## config.mk

```make
export PLATFORM = sky130hd
export DESIGN_NAME = difftest_commit_tracker
export DESIGN_NICKNAME = d
export VERILOG_FILES = /design/src/rtl/difftest_pkg.sv /design/src/rtl/commit_compactor.sv /design/src/rtl/difftest_commit_tracker.sv
export SDC_FILE = /design/constraint.sdc
export NUM_CORES = 1
export LEC_CHECK = 0
export BUFFER_PORTS_ARGS = -buffer_cell sky130_fd_sc_hd__buf_4
export CORE_AREA = 2 2 369 371
export CTS_CLUSTER_DIAMETER = 50
export DETAILED_ROUTE_END_ITERATION = 8
export DIE_AREA = 0 0 371 373
export PLACE_DENSITY = 0.37
export SLEW_MARGIN = 5
export SYNTH_ARGS = -nofsm -noshare
export SYNTH_HDL_FRONTEND = slang
export SYNTH_SLANG_ARGS = --single-unit
export TNS_END_PERCENT = 10
```

## constraint.sdc

```tcl
create_clock -name clk -period 18.7 [get_ports clk]
set_clock_uncertainty 0.1 [all_clocks]
set_input_delay 0.935 -clock clk [delete_from_list [all_inputs] [get_ports clk]]
set_output_delay 0.935 -clock clk [all_outputs]
set_load 0.01 [all_outputs]
```

## src/rtl/difftest_pkg.sv

```systemverilog
// Shared types and constants for the difftest commit tracker.
//   commit_lane_t   : one retire lane {valid, pc, instr, wen, wdest, wdata}
//   tracker_state_e : tracker FSM states
//   TRAP_GOOD/BAD   : trap_code values reported with the trap event
// Lane pc/wdata are held at LANE_XLEN bits. Narrower XLEN values are
// zero-extended into the lane and truncated again on the way out.
package difftest_pkg;

  localparam int LANE_XLEN = 64;

  typedef struct packed {
    logic                 valid;
    logic [LANE_XLEN-1:0] pc;
    logic [31:0]          instr;
    logic                 wen;
    logic [4:0]           wdest;
    logic [LANE_XLEN-1:0] wdata;
  } commit_lane_t;

  typedef enum logic {
    RUN    = 1'b0,
    HALTED = 1'b1
  } tracker_state_e;

  localparam logic [2:0] TRAP_GOOD = 3'd0;
  localparam logic [2:0] TRAP_BAD  = 3'd1;

endpackage

```

## src/rtl/commit_compactor.sv

```systemverilog
// Combinational lane compactor.
//   in_lanes  : raw retire lanes, lane 0 first
//   kill      : lanes to drop even if valid (lanes above the trap lane,
//               or every lane once the tracker is halted)
//   out_lanes : accepted lanes packed into 0..count-1, upper lanes all-zero
//   count     : number of accepted lanes (popcount of valid & ~kill)
// wen is cleared for lanes writing x0 so the checker never sees a write
// to the zero register.
import difftest_pkg::*;

module commit_compactor #(
  parameter int NCOMMIT = 2
) (
  input  commit_lane_t [NCOMMIT-1:0] in_lanes,
  input  logic         [NCOMMIT-1:0] kill,
  output commit_lane_t [NCOMMIT-1:0] out_lanes,
  output logic         [2:0]         count
);

  // Each accepted lane lands at the slot given by how many lanes were
  // accepted below it. The inner compare loop avoids a variable index.
  always_comb begin
    int pos;
    pos       = 0;
    out_lanes = '0;
    for (int i = 0; i < NCOMMIT; i++) begin
      if (in_lanes[i].valid && !kill[i]) begin
        for (int j = 0; j < NCOMMIT; j++) begin
          if (j == pos) begin
            out_lanes[j]     = in_lanes[i];
            out_lanes[j].wen = in_lanes[i].wen && (in_lanes[i].wdest != 5'd0);
          end
        end
        pos = pos + 1;
      end
    end
    count = 3'(pos);
  end

endmodule

```

## src/rtl/difftest_commit_tracker.sv

```systemverilog
// Multi-lane retire tracker feeding the difftest commit and trap ports.
//   clk, reset         : clock, asynchronous active-high reset
//   cm_*               : up to NCOMMIT retire events per cycle (flattened, lane 0 in LSBs)
//   a0_val             : architectural x10, sampled on the trap edge
//   out_*              : registered, compacted commit lanes (out_wdest = {3'b0, wdest})
//   trap_valid/code/pc : one-cycle trap event for the halt instruction
//   cycle_cnt          : edges spent in RUN since reset
//   instr_cnt          : instructions accepted since reset
//   halted             : FSM state (1 = HALTED), doubles as the state debug view
// Handshake: cm_valid is a pure per-lane valid with no ready; every valid lane
// presented at an edge while in RUN is consumed at that edge, and nothing is
// ever stalled. All outputs appear one cycle after the sampling edge.
import difftest_pkg::*;

module difftest_commit_tracker #(
  parameter int          NCOMMIT    = 2,
  parameter int          XLEN       = 64,
  parameter logic [31:0] TRAP_INSTR = 32'h0005006b
) (
  input  logic                    clk,
  input  logic                    reset,
  input  logic [NCOMMIT-1:0]      cm_valid,
  input  logic [NCOMMIT*XLEN-1:0] cm_pc,
  input  logic [NCOMMIT*32-1:0]   cm_instr,
  input  logic [NCOMMIT-1:0]      cm_wen,
  input  logic [NCOMMIT*5-1:0]    cm_wdest,
  input  logic [NCOMMIT*XLEN-1:0] cm_wdata,
  input  logic [XLEN-1:0]         a0_val,
  output logic [NCOMMIT-1:0]      out_valid,
  output logic [NCOMMIT*XLEN-1:0] out_pc,
  output logic [NCOMMIT*32-1:0]   out_instr,
  output logic [NCOMMIT-1:0]      out_wen,
  output logic [NCOMMIT*8-1:0]    out_wdest,
  output logic [NCOMMIT*XLEN-1:0] out_wdata,
  output logic                    trap_valid,
  output logic [2:0]              trap_code,
  output logic [XLEN-1:0]         trap_pc,
  output logic [63:0]             cycle_cnt,
  output logic [63:0]             instr_cnt,
  output logic                    halted
);

  tracker_state_e               state;
  commit_lane_t [NCOMMIT-1:0]   raw_lanes;
  commit_lane_t [NCOMMIT-1:0]   packed_lanes;
  commit_lane_t [NCOMMIT-1:0]   out_q;
  logic         [NCOMMIT-1:0]   kill;
  logic         [2:0]           accept_cnt;
  logic                         trap_hit;
  logic         [XLEN-1:0]      trap_lane_pc;

  // Unflatten the input buses into lane structs.
  always_comb begin
    raw_lanes = '0;
    for (int i = 0; i < NCOMMIT; i++) begin
      raw_lanes[i].valid = cm_valid[i];
      raw_lanes[i].pc    = LANE_XLEN'(cm_pc[i*XLEN +: XLEN]);
      raw_lanes[i].instr = cm_instr[i*32 +: 32];
      raw_lanes[i].wen   = cm_wen[i];
      raw_lanes[i].wdest = cm_wdest[i*5 +: 5];
      raw_lanes[i].wdata = LANE_XLEN'(cm_wdata[i*XLEN +: XLEN]);
    end
  end

  // The lowest valid halt instruction is the trap lane; it still commits,
  // every lane above it is killed. Once halted, every lane is killed.
  always_comb begin
    trap_hit     = 1'b0;
    trap_lane_pc = '0;
    kill         = '0;
    if (state == HALTED) begin
      kill = '1;
    end else begin
      for (int i = 0; i < NCOMMIT; i++) begin
        if (trap_hit) begin
          kill[i] = 1'b1;
        end else if (cm_valid[i] && (cm_instr[i*32 +: 32] == TRAP_INSTR)) begin
          trap_hit     = 1'b1;
          trap_lane_pc = cm_pc[i*XLEN +: XLEN];
        end
      end
    end
  end

  commit_compactor #(
    .NCOMMIT (NCOMMIT)
  ) u_compactor (
    .in_lanes  (raw_lanes),
    .kill      (kill),
    .out_lanes (packed_lanes),
    .count     (accept_cnt)
  );

  always_ff @(posedge clk or posedge reset) begin
    if (reset) begin
      state      <= RUN;
      out_q      <= '0;
      trap_valid <= 1'b0;
      trap_code  <= TRAP_GOOD;
      trap_pc    <= '0;
      cycle_cnt  <= '0;
      instr_cnt  <= '0;
    end else begin
      case (state)
        RUN: begin
          out_q      <= packed_lanes;
          cycle_cnt  <= cycle_cnt + 64'd1;
          instr_cnt  <= instr_cnt + 64'(accept_cnt);
          trap_valid <= trap_hit;
          if (trap_hit) begin
            trap_code <= (a0_val == '0) ? TRAP_GOOD : TRAP_BAD;
            trap_pc   <= trap_lane_pc;
            state     <= HALTED;
          end
        end
        HALTED: begin
          // Counters and trap_code/trap_pc hold; commit lanes stay silent.
          out_q      <= '0;
          trap_valid <= 1'b0;
        end
        default: state <= RUN;
      endcase
    end
  end

  assign halted = (state == HALTED);

  // Flatten the registered lanes back onto the output buses.
  always_comb begin
    out_valid = '0;
    out_pc    = '0;
    out_instr = '0;
    out_wen   = '0;
    out_wdest = '0;
    out_wdata = '0;
    for (int i = 0; i < NCOMMIT; i++) begin
      out_valid[i]               = out_q[i].valid;
      out_pc[i*XLEN +: XLEN]     = out_q[i].pc[XLEN-1:0];
      out_instr[i*32 +: 32]      = out_q[i].instr;
      out_wen[i]                 = out_q[i].wen;
      out_wdest[i*8 +: 8]        = {3'b000, out_q[i].wdest};
      out_wdata[i*XLEN +: XLEN]  = out_q[i].wdata[XLEN-1:0];
    end
  end

endmodule

```

==> results of run 1 <==
-- placed cells by master (no fill, tap or decap), types with 9 or more instances in the layout --
cell,count
nor2_1,35
a221o_1,64
nand4_1,53
nand3_1,45
clkinvlp_4,10
nor3_1,17
clkbuf_16,94
a22o_1,164
and3_1,21
clkbuf_8,12
dfrtp_1,529
clkinv_2,15
nor4_1,29
nand2_1,45
inv_1,11
and4_1,14
inv_6,9
nor3b_1,66
xnor2_1,90
and2_1,174
buf_4,952
xor2_1,35
clkbuf_1,13
-- logic make-up (layout without fill, tap and decap cells) --
| logic type | Yosys count | after routing | share of synthesized area [%] |
|---|---|---|---|
| XOR/XNOR | 125 | 125 | 5.37 |
| other | 1 | 11 | 0.0184 |
| adder cells (fa/ha/maj) | 5 | 5 | 0.344 |
| AO/OA/AOI/OAI | 237 | 237 | 10.5 |
| flip-flops | 529 | 529 | 64.9 |
| AND/OR/NAND/NOR | 545 | 545 | 16.4 |
| buffers and inverters | 109 | 1136 | 2.26 |
| multiplexers | 3 | 3 | 0.160 |
-- final cells by class --
| cell class | count | area (sq um) |
|---|---|---|
| Clock buffer | 119 | 2570 |
| Fill cell | 14400 | 102000 |
| Tap cell | 1781 | 2230 |
| Timing Repair Buffer | 954 | 7190 |
| Sequential cell | 529 | 13200 |
| Multi-Input combinational cell | 923 | 6780 |
| Antenna cell | 3 | 7.51 |
| Inverter | 13 | 61.3 |
| Clock inverter | 50 | 558 |
-- power groups by stage --
stage	clock network (mW)	logic [mW]	registers (mW)
2_1_floorplan	0	0.0845	1.26
3_3_place_gp	0	0.335	1.24
3_5_place_dp	0	0.333	1.24
4_1_cts	1.77	0.334	1.22
5_1_grt	1.83	0.352	1.23
6_report	1.72	0.327	1.22
-- path summary, 6_finish.rpt --
| path | depth (start not counted) | end | slack (ns) | startpoint |
|---|---|---|---|---|
| max in group asynchronous | 5 | out_pc[115]$_DFF_PP0_ | 15.19 | reset |
| worst max register to register | 11 | instr_cnt[40]$_DFFE_PP0N_ | 14.48 | halted$_DFF_PP0_ |
| worst min-delay path | 2 | cycle_cnt[17]$_DFFE_PP0N_ | 0.27 | reset |
| min in group clk | 2 | out_wdata[100]$_DFF_PP0_ | 0.37 | cm_wdata[100] |
| worst max-delay path | 14 | instr_cnt[40]$_DFFE_PP0N_ | 12.53 | cm_instr[25] |
| worst min register to register | 1 | instr_cnt[63]$_DFFE_PP0N_ | 0.38 | instr_cnt[63]$_DFFE_PP0N_ |
-- stage by stage --
step	util (%)	power (mW)	instance area, sq um	hold WS, ns	instances
floorplan	-	1.35	20400	0.404	1561
global placement	21.9	1.58	29500	0.368	4200
detailed placement	21.9	1.57	29500	0.373	4200
CTS	24.2	3.33	32600	0.261	4369
global route	24.2	3.40	32600	0.305	4371
finish	24.2	3.27	32600	0.266	4372
-- registers in the layout (all words and copies together) (netlist names), 2 cells and up --
name and cells:
instr_cnt 64, out_pc 128, out_wdest 10, out_wen 2, cycle_cnt 64, out_valid 2
out_wdata 128, out_instr 64, trap_pc 64
-- worst max-delay path, cell delays in order --
cell and delay [ns]:
buf_4 0.18, nor4_1 1.13, nand4_1 0.51, o31ai_2 0.72, nor2_1 0.24, ha_1 0.36
ha_1 0.17, inv_1 0.06, fa_1 0.39, nor3b_1 0.50, nand4bb_1 0.19, nor3_2 0.56
or4b_1 0.51, xnor2_1 0.14
-- routing by layer --
metal | share of wire [%] | GRT usage, % | wire, microns | up-vias
li1 | - | - | - | 7568
met1 | 42 | 19.0 | 44900 | 8704
met2 | 48 | 24.2 | 50300 | 630
met3 | 8.1 | 4.97 | 8550 | 119
met4 | 1.9 | 3.78 | 2000 | 16
met5 | 0.099 | 0 | 105 | -
==> flow_results.org, run 1 <==
** CTS
- Post-CTS Setup Inserts :: 0
- Largest buffer count on any clock path :: 3
- Post-CTS repair changed the size of 0 cells.
- Clock latency on the worst-skew pair :: 0.67 ns
- The root buffer cell chosen for the clock tree is clkbuf_16.
- The number of clock buffers added by TritonCTS is 91.
- The clock drives 529 sinks.
- Clock-pin slew on the worst setup and hold paths :: 0.05 ns
- CTS Hold Buffers Added :: 0
- The clock tree synthesis step divided the H-tree into 3 levels.
- Clock tree from TritonCTS :: yes

** Timing
- Final Hold Violating Endpoints :: 0
- Final setup margin :: 12.53 ns
- Headroom to the max-slew limit :: 10.5%
- Slew @ Worst Pin :: 1.33 ns
- Pins over their slew limit :: 0
- Max Clk Rate :: 0.162 GHz
- Dividing the final minimum period by the clock period gives 33.0%.
- Clock period minus final worst setup slack :: 6.17 ns
- Adding up every negative setup slack in the final design gives 0 ns.
- Setup repair after global routing left no endpoint under its margin.
- Setup-failing EPs final :: 0

** Routing
- After detailed routing, the average wire length per cell comes to 24.2 microns.
- Total number of vias :: 17.0k
- Post-Route WL :: 106 mm
- Detailed router's first-iteration violation count :: 979
- In the routed layout, each cell is associated on average with a via count of 3.90.
- After detailed routing, the number of remaining DRC violations is 0.
- The count of nets left with antenna violations once routing finished came out at 0.
- Before antenna repair, the detailed router went through 5 iterations.

** Flow run
- Across the run, the number of max-cap violations was 0.

** Synthesis
- Summed instance area of the synthesized netlist :: 20400 sq um
- Synthesis produced 1554 cells.
- Among all flip-flop cells after synthesis, the most frequent one is dfrtp_1.
- After synthesis, flip-flops and latches occupy 64.9% of the total area.
- After synthesis, the netlist uses 52 different library cells.
- In the synthesized netlist, the cells that appear most often are 529 x dfrtp_1, 174 x and2_1, 164 x a22o_1, 90 x xnor2_1, 68 x clkbuf_1.
- After synthesis the netlist holds a flip-flop and latch count of 529.
- By area the synthesized netlist is led by dfrtp_1 65%, a22o_1 7.0%, and2_1 5.3%, xnor2_1 3.9%, a221o_1 3.1%.
- dfrtp_1 is the most common cell in the netlist.
- dfrtp_1 takes more of the synthesized area than any other cell.
- In this run, synthesis inferred 0 flip-flops with an integrated enable.
- The top cell type by area accounts for 64.9% of the synthesized area.
- The average instance in the mapped netlist occupies 13.1 sq um.
- Count of synthesis-stage warnings from yosys :: 0
- Post-synthesis async set-or-reset flop share :: 100%

** Power
- Fraction of power consumed by sequential logic :: 37.4%
- Relative contribution of the clock network to total power :: 52.6%
- Switching power total :: 0.836 mW
- For this design the static power due to leakage is 15.8 nW.
- Proportion of power drawn by combinational gates :: 10.0%
- Peak ir drop on the vdd network :: 0.0000541 V
- In this run switching power makes up 25.6% of total power.
- The internal portion of the total power is 2.43 mW.
- Power Density :: 100 nW/um^2

** Layout
- At the end of the flow, the number of nets in the layout was 2917.
- Share of layout cells above drive strength 1 :: 43.9%
- Syn-to-layout area delta :: 60.0%

** Worst setup path
- Of all nets on the critical path, the largest fanout is 9.
- STA classifies the critical path endpoint as a flop.
- Crit path required time :: 19.15 ns
- Class of the most critical setup path :: input port to flop
- Worst path arrival time :: 6.62 ns
- STA classifies the critical path startpoint as an input port.

** Floorplan
- In this run the core area contains 135 standard-cell rows.
- The core region is 135000 sq um.
- The floorplan step defined a die boundary enclosing 138000 sq um.
- The initial utilization of the core area, before any placement, comes to 15.1%.
- The die is 371 microns wide.
- Height of the die :: 373 microns
- 937 I/O pins were placed.

** Hold path
- The path class of the tightest hold or removal check is input port to asynchronous set/reset pin.

** Global route
- Entering global routing, the biggest net connects 120 pins.
- Total routing resource utilization after global routing :: 14.9%
- Summed over all layers, the global routing overflow is 0.
- Wire length of the first global-routing pass :: 147 mm
- Vias in the first global route :: 18.0k
- Antenna violations before repair :: 20

** Run status
- The run finished with clean final reports.

** Place
- Final weighted congestion of routability-driven global placement :: 0.868
- Setup slack after placement :: 11.78 ns
- The wire-length estimate of the detail-placed layout is 81.4 mm.
- Port-buffer cells :: 928
No activity file was read; power rests on OpenSTA's default activity.
==> run 2: changes to the inputs <==
Clock period 18.7 ns to 6.25 ns, I/O delays scaled along.
==> flow_results.org, run 2 (synthesis gave the netlist of run 1 again) <==
** Global route
- Pin count of the biggest net entering global routing :: 146 (+22%)
- Wire length of the first global-routing pass :: 151 mm (+3.1%)
- Overflow after GRT :: 0 (unchanged)
- Vias in the first global route :: 20.1k (+12%)
- Total routing resource utilization after global routing :: 15.2% (+0.26 points)
- Antenna violations before repair :: 19 (-5.0%)

** Timing
- Static timing analysis puts the maximum clock frequency at 0.183 GHz.
- The number of failing setup endpoints in the final timing report was 0 (unchanged).
- The final critical path takes up 87.5% of the cycle.
- Setup repair after global routing left no endpoint under its margin.
- The number of hold violations in the final report came to 0 (unchanged).
- Headroom to the max-slew limit :: 18.4% (+8.0 points)
- The number of max-slew violations in the final report is 0 (unchanged).
- Slew @ Worst Pin :: 1.21 ns (-0.118 ns)
- The smallest clock period supported by the final layout is computed as 5.47 ns.

** Worst setup path
- The peak fanout along the critical path is 9 (unchanged).
- FF-to-FF setup slack :: 2.09 ns (-12.39 ns)
- The worst setup path is captured at a flop.
- In this run the critical register-to-register path is launched from halted$_DFF_PP0_.
- The data arrival time of the critical path came to 5.92 ns (-0.70 ns).
- Category of the worst setup path launch point :: input port
- Count of cells along the worst register-to-register path :: 11 (unchanged)
- The data required time at the worst endpoint came to 6.70 ns (-12.45 ns).
- Launching element of the worst setup path :: cm_instr[25]
- Class of the most critical setup path :: input port to flop
- The endpoint identified for the worst register-to-register timing path is instr_cnt[50]$_DFFE_PP0N_.

** Layout
- Most frequent cells in the layout :: 949 x buf_4, 529 x dfrtp_1, 423 x dlygate4sd3_1, 174 x and2_1, 164 x a22o_1
- Final instance count without filler cells :: 4802 (+9.8%)
- The number of fillers in the final layout was 14.1k (-1.6%).
- Share of layout cells above drive strength 1 :: 38.0% (-5.9 points)
- Final Net Count :: 3344 (+15%)
- Compared with the post-synthesis result, the final layout area differs by 82.0%.
- Commonest non-fill, non-tap cell in the layout :: buf_4

** Floorplan
- Num ports :: 937 (unchanged)
- Row Count :: 135 (unchanged)
- Initial core utilization :: 15.1% (unchanged)
- Total Die Area :: 138000 sq um (unchanged)
- The vertical extent of the die came to 373 microns (unchanged).
- The standard cell core area is 135000 sq um (unchanged).
- The die width came to 371 microns (unchanged).

** Power
- Peak ir drop on the vdd network :: 0.000188 V (+250%)
- Power Density :: 277 nW/um^2 (+180%)
- The leakage power of the design is 17.8 nW (+13%).
- The power after layout came to 10.3 mW (+210%).

** Hold path
- In this run the worst hold path is classified as input port to flop.
- The worst hold path begins at cm_instr[29].
- Number of instances on the worst hold path :: 2
- Hold worst-path end :: out_instr[29]$_DFF_PP0_

** Place
- The number of buffer cells added on primary ports is 928 (unchanged).
- The detailed-placement wirelength estimate is 80.6 mm (-0.98%).
- The number of cells after detailed placement is 4202 (+0.048%).
- Final weighted congestion of routability-driven global placement :: 0.867 (-0.18%)

** Routing
- Remaining antenna violation count after routing :: 0 (unchanged)
- The post-detailed-route via-to-cell ratio came to 3.91 (+0.27%).
- The wire length per cell was 22.6 microns (-6.7%).
- DRC errors left :: 0 (unchanged)
- Post-Route WL :: 108 mm (+2.4%)
- The detailed-route via count was 18.8k (+10%).
- The number of violations reported at the end of detailed-routing iteration 0 was 998 (+1.9%).
- Number of iterations in the first detailed-routing pass :: 4 (-1)

** Flow run
- The number of maximum-capacitance violations is 0 (unchanged).

** CTS
- Clock buffers created by TritonCTS :: 93 (+2.2%)
- TritonCTS built the clock tree.
- The clock slew at the register clock pins of the worst setup and hold paths came to 0.05 ns (about the same).
- Clock Root Buffer :: clkbuf_16
- The number of cells upsized or downsized after cts came to 0 (unchanged).
- H-Tree Level Count :: 3 (unchanged)
- The total clock sinks was 529 (unchanged).
- Clock latency on the worst-skew pair :: 0.67 ns (about the same)
- Largest buffer count on any clock path :: 3 (unchanged)

** Run status
- Run status :: complete, no violations
## run 2: changes by cell type in the layout (fill, tap and decap cells not counted), sizes merged
cell         previous run  this run
inv                    22        27
diode                   3         5
clkbuf                119       114
dlygate4sd3             0       423
buf                   954       956
bufinv                  8        11
## run 2: metal layers
metal / vias up / global-route usage [%] / share of wire (%)
met2: 717 / 25.0 / 48
met4: 12 / 4.97 / 3.3
li1: 8423 / - / -
met5: - / 0 / 0.068
met3: 163 / 5.47 / 8.3
met1: 9449 / 18.3 / 41
## run 2: worst max-delay path by stage
stage,endpoint,cells past startpoint
floorplan,cycle_cnt[0]$_DFFE_PP0N_,1
global placement,instr_cnt[58]$_DFFE_PP0N_,14
detailed placement,instr_cnt[50]$_DFFE_PP0N_,14
CTS,instr_cnt[50]$_DFFE_PP0N_,15
global route,instr_cnt[58]$_DFFE_PP0N_,15
finish,instr_cnt[50]$_DFFE_PP0N_,15
## run 2: what timing repair did
action                                 CTS  global route
endpoints found under the hold margin  426             0
buffers inserted                         0             0
hold buffers                           423             0
## run 2: metrics by stage
| step | util, % | instance area [sq um] | setup WS [ns] | TNS [ns] | hold WS [ns] |
|---|---|---|---|---|---|
| detailed placement | 22.0 | 29600 | 0.504 | 0 | 0.290 |
| global route | 27.6 | 37100 | 0.474 | 0 | 0.0489 |
| finish | 27.6 | 37100 | 0.781 | 0 | 0.0954 |
| CTS | 27.6 | 37100 | 0.700 | 0 | 0.0234 |
| global placement | 22.0 | 29600 | 0.527 | 0 | 0.285 |
| floorplan | - | 20400 | -1.35 | -715.53 | 0.311 |
## run 2: layout make-up
cell class	count	area, sq um	share of cell area (%)
Sequential cell	529	13200	35.7
Timing Repair Buffer	1379	11500	31.0
Multi-Input combinational cell	923	6770	18.3
Clock buffer	114	2570	6.92
Tap cell	1781	2230	6.01
Clock inverter	58	733	1.98
Inverter	13	57.6	0.155
Antenna cell	5	12.5	0.0337
## run 2: critical path, stage by stage
cell	delay, ns
dlygate4sd3_1	0.54
buf_4	0.19
nor4_1	1.03
nand4_1	0.55
o31ai_2	0.40
nor2_1	0.17
ha_1	0.32
ha_1	0.16
inv_1	0.06
fa_1	0.39
nor3b_1	0.44
nand2_1	0.32
nor4_4	0.65
nand4_1	0.20
xnor2_1	0.16
## run 2: power breakdown
group / switching (mW) / internal [mW] / total [mW]
clock network: 1.99 / 3.41 / 5.40
registers: 0.0775 / 3.57 / 3.65
logic: 0.570 / 0.644 / 1.21
==> run 3: changes to the inputs <==
Settings changed: CAP_MARGIN set to 5, CORE_AREA 2 2 369 371 to 2 2 363 365, DIE_AREA 0 0 371 373 to 0 0 365 367, HOLD_SLACK_MARGIN set to 0.03, PLACE_DENSITY 0.37 to 0.4, SYNTH_HIERARCHICAL set to 1.
==> flow_results.org, run 3 <==
** Worst setup path
- Worst path arrival time :: 5.88 ns (-0.04 ns)
- The worst setup path is captured at a flop.
- Among the stages of the critical path, the cell type that occurs most often is ha_1.
- The buffering stage count on the worst path with inverters included is 3 (unchanged).
- The largest stage delay on the critical path came to 0.81 ns (-0.22 ns).
- The peak fanout along the critical path was 45 (+36).
- The critical path goes through dlygate4sd3_1, buf_4, nor4bb_1, nand4_1, nor3_1, or2_2, nand2b_4, inv_4, ha_1, ha_1, fa_1, a21oi_1, nor2_1, nand3_1, nor4_1, xnor2_1.
- The worst setup path is launched from an input port.
- Crit path required time :: 6.75 ns (+0.05 ns)
- On the critical path the largest part of the delay comes from simple AND/OR/NAND/NOR gates.
- The setup path with the least slack is of type input port to flop.
- Slowest cell on the critical path :: nor4bb_1

** Floorplan
- Num ports :: 937 (unchanged)
- Core outline area :: 130000 sq um (-3.1%)
- The vertical extent of the die is 367 microns (-1.6%).
- Total Die Area :: 134000 sq um (-3.2%)
- The row count is 133 (-1.5%).
- Initial core utilization :: 17.8% (+2.6 points)
- Width of the die :: 365 microns (-1.6%)

** Synthesis
- Of all cell types, the one taking the most synthesized area is dfrtp_1.
- Most used DFF post-synth :: dfrtp_1
- Post-synthesis async set-or-reset flop share :: 100% (unchanged)
- The number of synthesized flops with an enable pin came to 0 (unchanged).
- The mean post-synth cell area came to 11.8 sq um (-10%).
- The sequential-to-total area share from yosys stat came to 57.1% (-7.9 points).
- Count of synthesis-stage warnings from yosys :: 6 (+6)
- Ranked by total cell area, the synthesized netlist is headed by dfrtp_1 57%, nor2b_1 9.1%, a22o_1 6.2%, and3_1 4.7%, o221a_1 2.9%.
- By instance count, the leading cell after synthesis is dfrtp_1.
- List of most frequent post-synthesis cells :: 529 x dfrtp_1, 337 x nor2b_1, 174 x and3_1, 165 x a22o_1, 71 x xor2_1
- The gate count of the mapped netlist came to 1970 (+27%).
- The distinct cell type count after synthesis was 53 (+1.9%).
- Summed instance area of the synthesized netlist :: 23200 sq um (+14%)
- The area fraction of the dominant cell type after synthesis is 57.1% (-7.9 points).
- The post-synthesis register bit count is 529 (unchanged).

** Routing
- Detailed-route wire length per cell :: 22.0 microns (-2.3%)
- The detailed-route wire length was 114 mm (+5.5%).
- The post-detailed-route via-to-cell ratio came to 4.16 (+6.3%).
- The remaining antenna violation count came to 0 (unchanged).
- Total number of vias :: 21.6k (+15%)
- Detailed router's first-iteration violation count :: 1238 (+24%)
- The length of the first detailed-routing pass in iterations was 7 (+3).
- The detailed-route DRC error count was 0 (unchanged).

** Place
- Final weighted congestion of routability-driven global placement :: 0.824 (-4.9%)
- The number of buffer cells added on primary ports was 928 (unchanged).
- Setup slack after placement :: 0.829 ns (+0.324 ns)
- The detailed-placement wirelength estimate is 81.9 mm (+1.6%).

** Timing
- Share of the clock period used by the worst path after layout :: 86.1% (-1.5 points)
- Max Clk Rate :: 0.186 GHz (+1.7%)
- Slew @ Worst Pin :: 1.00 ns (-0.210 ns)
- Unrepaired setup endpoints after global routing :: false
- The final critical-path required period was 5.38 ns (-0.0913 ns).
- Headroom to the max-slew limit :: 33.2% (+15 points)
- Final Hold Violating Endpoints :: 0 (unchanged)
- Pins over their slew limit :: 0 (unchanged)
- The number of failing setup endpoints in the final timing report is 0 (unchanged).
- The final critical-path setup slack came to 0.872 ns (+0.0913 ns).

** Hold path
- In this run the worst hold path is classified as input port to flop.

** Power
- The power after layout came to 10.5 mW (+1.9%).
- The maximum ir drop on the vdd rail came to 0.000184 V (-2.3%).
- Power Density :: 263 nW/um^2 (-4.8%)
- Static leakage power :: 20.0 nW (+12%)

** Global route
- Overflow after GRT :: 0 (unchanged)
- Vias in the first global route :: 22.7k (+13%)
- Antenna violations before repair :: 5 (-14)
- Total routing resource utilization after global routing :: 16.6% (+1.4 points)
- The pin count of the biggest net entering global routing came to 144 (-1.4%).
- The global-route wire length before repair came to 163 mm (+7.9%).

** CTS
- The number of CTS-inserted buffers was 98 (+5.4%).
- The H-tree depth reported by CTS came to 3 (unchanged).
- The insertion delay of the later-clocked pin in the worst-skew pair came to 0.68 ns (about the same).
- Clock tree from TritonCTS :: yes
- Largest buffer count on any clock path :: 3 (unchanged)
- TritonCTS sink count :: 529 (unchanged)
- CTS Hold Buffers Added :: 459 (+8.5%)
- CTS placed an instance of clkbuf_16 at the clock tree root.
- Resized cells post-CTS :: 0 (unchanged)
- The number of setup buffers added after CTS was 0 (unchanged).
- Clock-pin slew on the worst setup and hold paths :: 0.05 ns (about the same)

** Layout
- Commonest non-fill, non-tap cell in the layout :: buf_4
- Most frequent cells in the layout :: 959 x buf_4, 528 x dfrtp_1, 459 x dlygate4sd3_1, 337 x nor2b_1, 174 x and3_1
- The layout cell share with drive strength beyond 1 is 33.8% (-4.2 points).
- Final Net Count :: 3756 (+12%)
- Syn-to-layout area delta :: 71.2%

** Flow run
- The number of maximum-capacitance violations was 0 (unchanged).

** Run status
- Run status :: complete, no violations
==> run 3: final timing paths <==
kind                                                  end  slack [ns]                      start  cells past startpoint
worst min-delay path             trap_code[0]$_DFFE_PP0P_        0.11                 a0_val[51]                      5
worst max register to register    out_wdata[21]$_DFF_PP0_        1.83           halted$_DFF_PP0_                      7
worst max-delay path            instr_cnt[52]$_DFFE_PP0N_        0.87                cm_instr[2]                     16
worst min register to register  cycle_cnt[63]$_DFFE_PP0N_        0.37  cycle_cnt[63]$_DFFE_PP0N_                      1
max in group asynchronous          out_instr[9]$_DFF_PP0_        4.31                      reset                      5
min in group asynchronous            out_pc[43]$_DFF_PP0_        0.27                      reset                      3
==> run 3: layout make-up <==
class / count / area (sq um)
diodes: 1 / 2.50
clock buffers: 129 / 2740
clock inverters: 52 / 609
fillers: 13700 / 90700
inverters: 23 / 105
multi-input cells: 1276 / 8950
flip-flops and latches: 529 / 13200
well taps: 1755 / 2200
repair buffers: 1422 / 11900
==> run 3: through the flow <==
step | cells | setup TNS (ns) | hold WS, ns | utilization (%) | cell area, sq um
4_1_cts | 5186 | 0 | 0.0632 | 30.4 | 39700
2_1_floorplan | 1977 | -715.53 | 0.393 | - | 23200
5_1_grt | 5186 | 0 | 0.115 | 30.4 | 39700
3_3_place_gp | 4546 | 0 | 0.361 | 24.4 | 31800
6_report | 5187 | 0 | 0.108 | 30.4 | 39700
3_5_place_dp | 4546 | 0 | 0.366 | 24.4 | 31800
==> run 3: logic make-up after synthesis <==
family	synth area share, %
simple gates	23.5
flops	57.1
compound gates	9.57
buf+inv	4.57
xor+xnor	4.72
fa+ha+maj	0.356
mux	0.194
other cells	0.0324
==> run 3: where the power goes <==
group | switching [mW] | internal, mW
clock | 1.97 | 3.47
combinational | 0.627 | 0.711
sequential | 0.0963 | 3.58
total | 2.70 | 7.76
==> run 3: metal layers <==
metal	global-route usage [%]	part of all wire, %
met1	19.7	40
met3	4.62	6.8
met4	5.80	3.2
met2	28.4	50
met5	0	0.0087
==> run 3: worst reg2reg max path, delay by kind of cell (launching register included) <==
kind	cells	cell delay, ns
buf+inv	3	1.84
simple gates	3	1.37
flops	1	0.65
compound gates	1	0.37
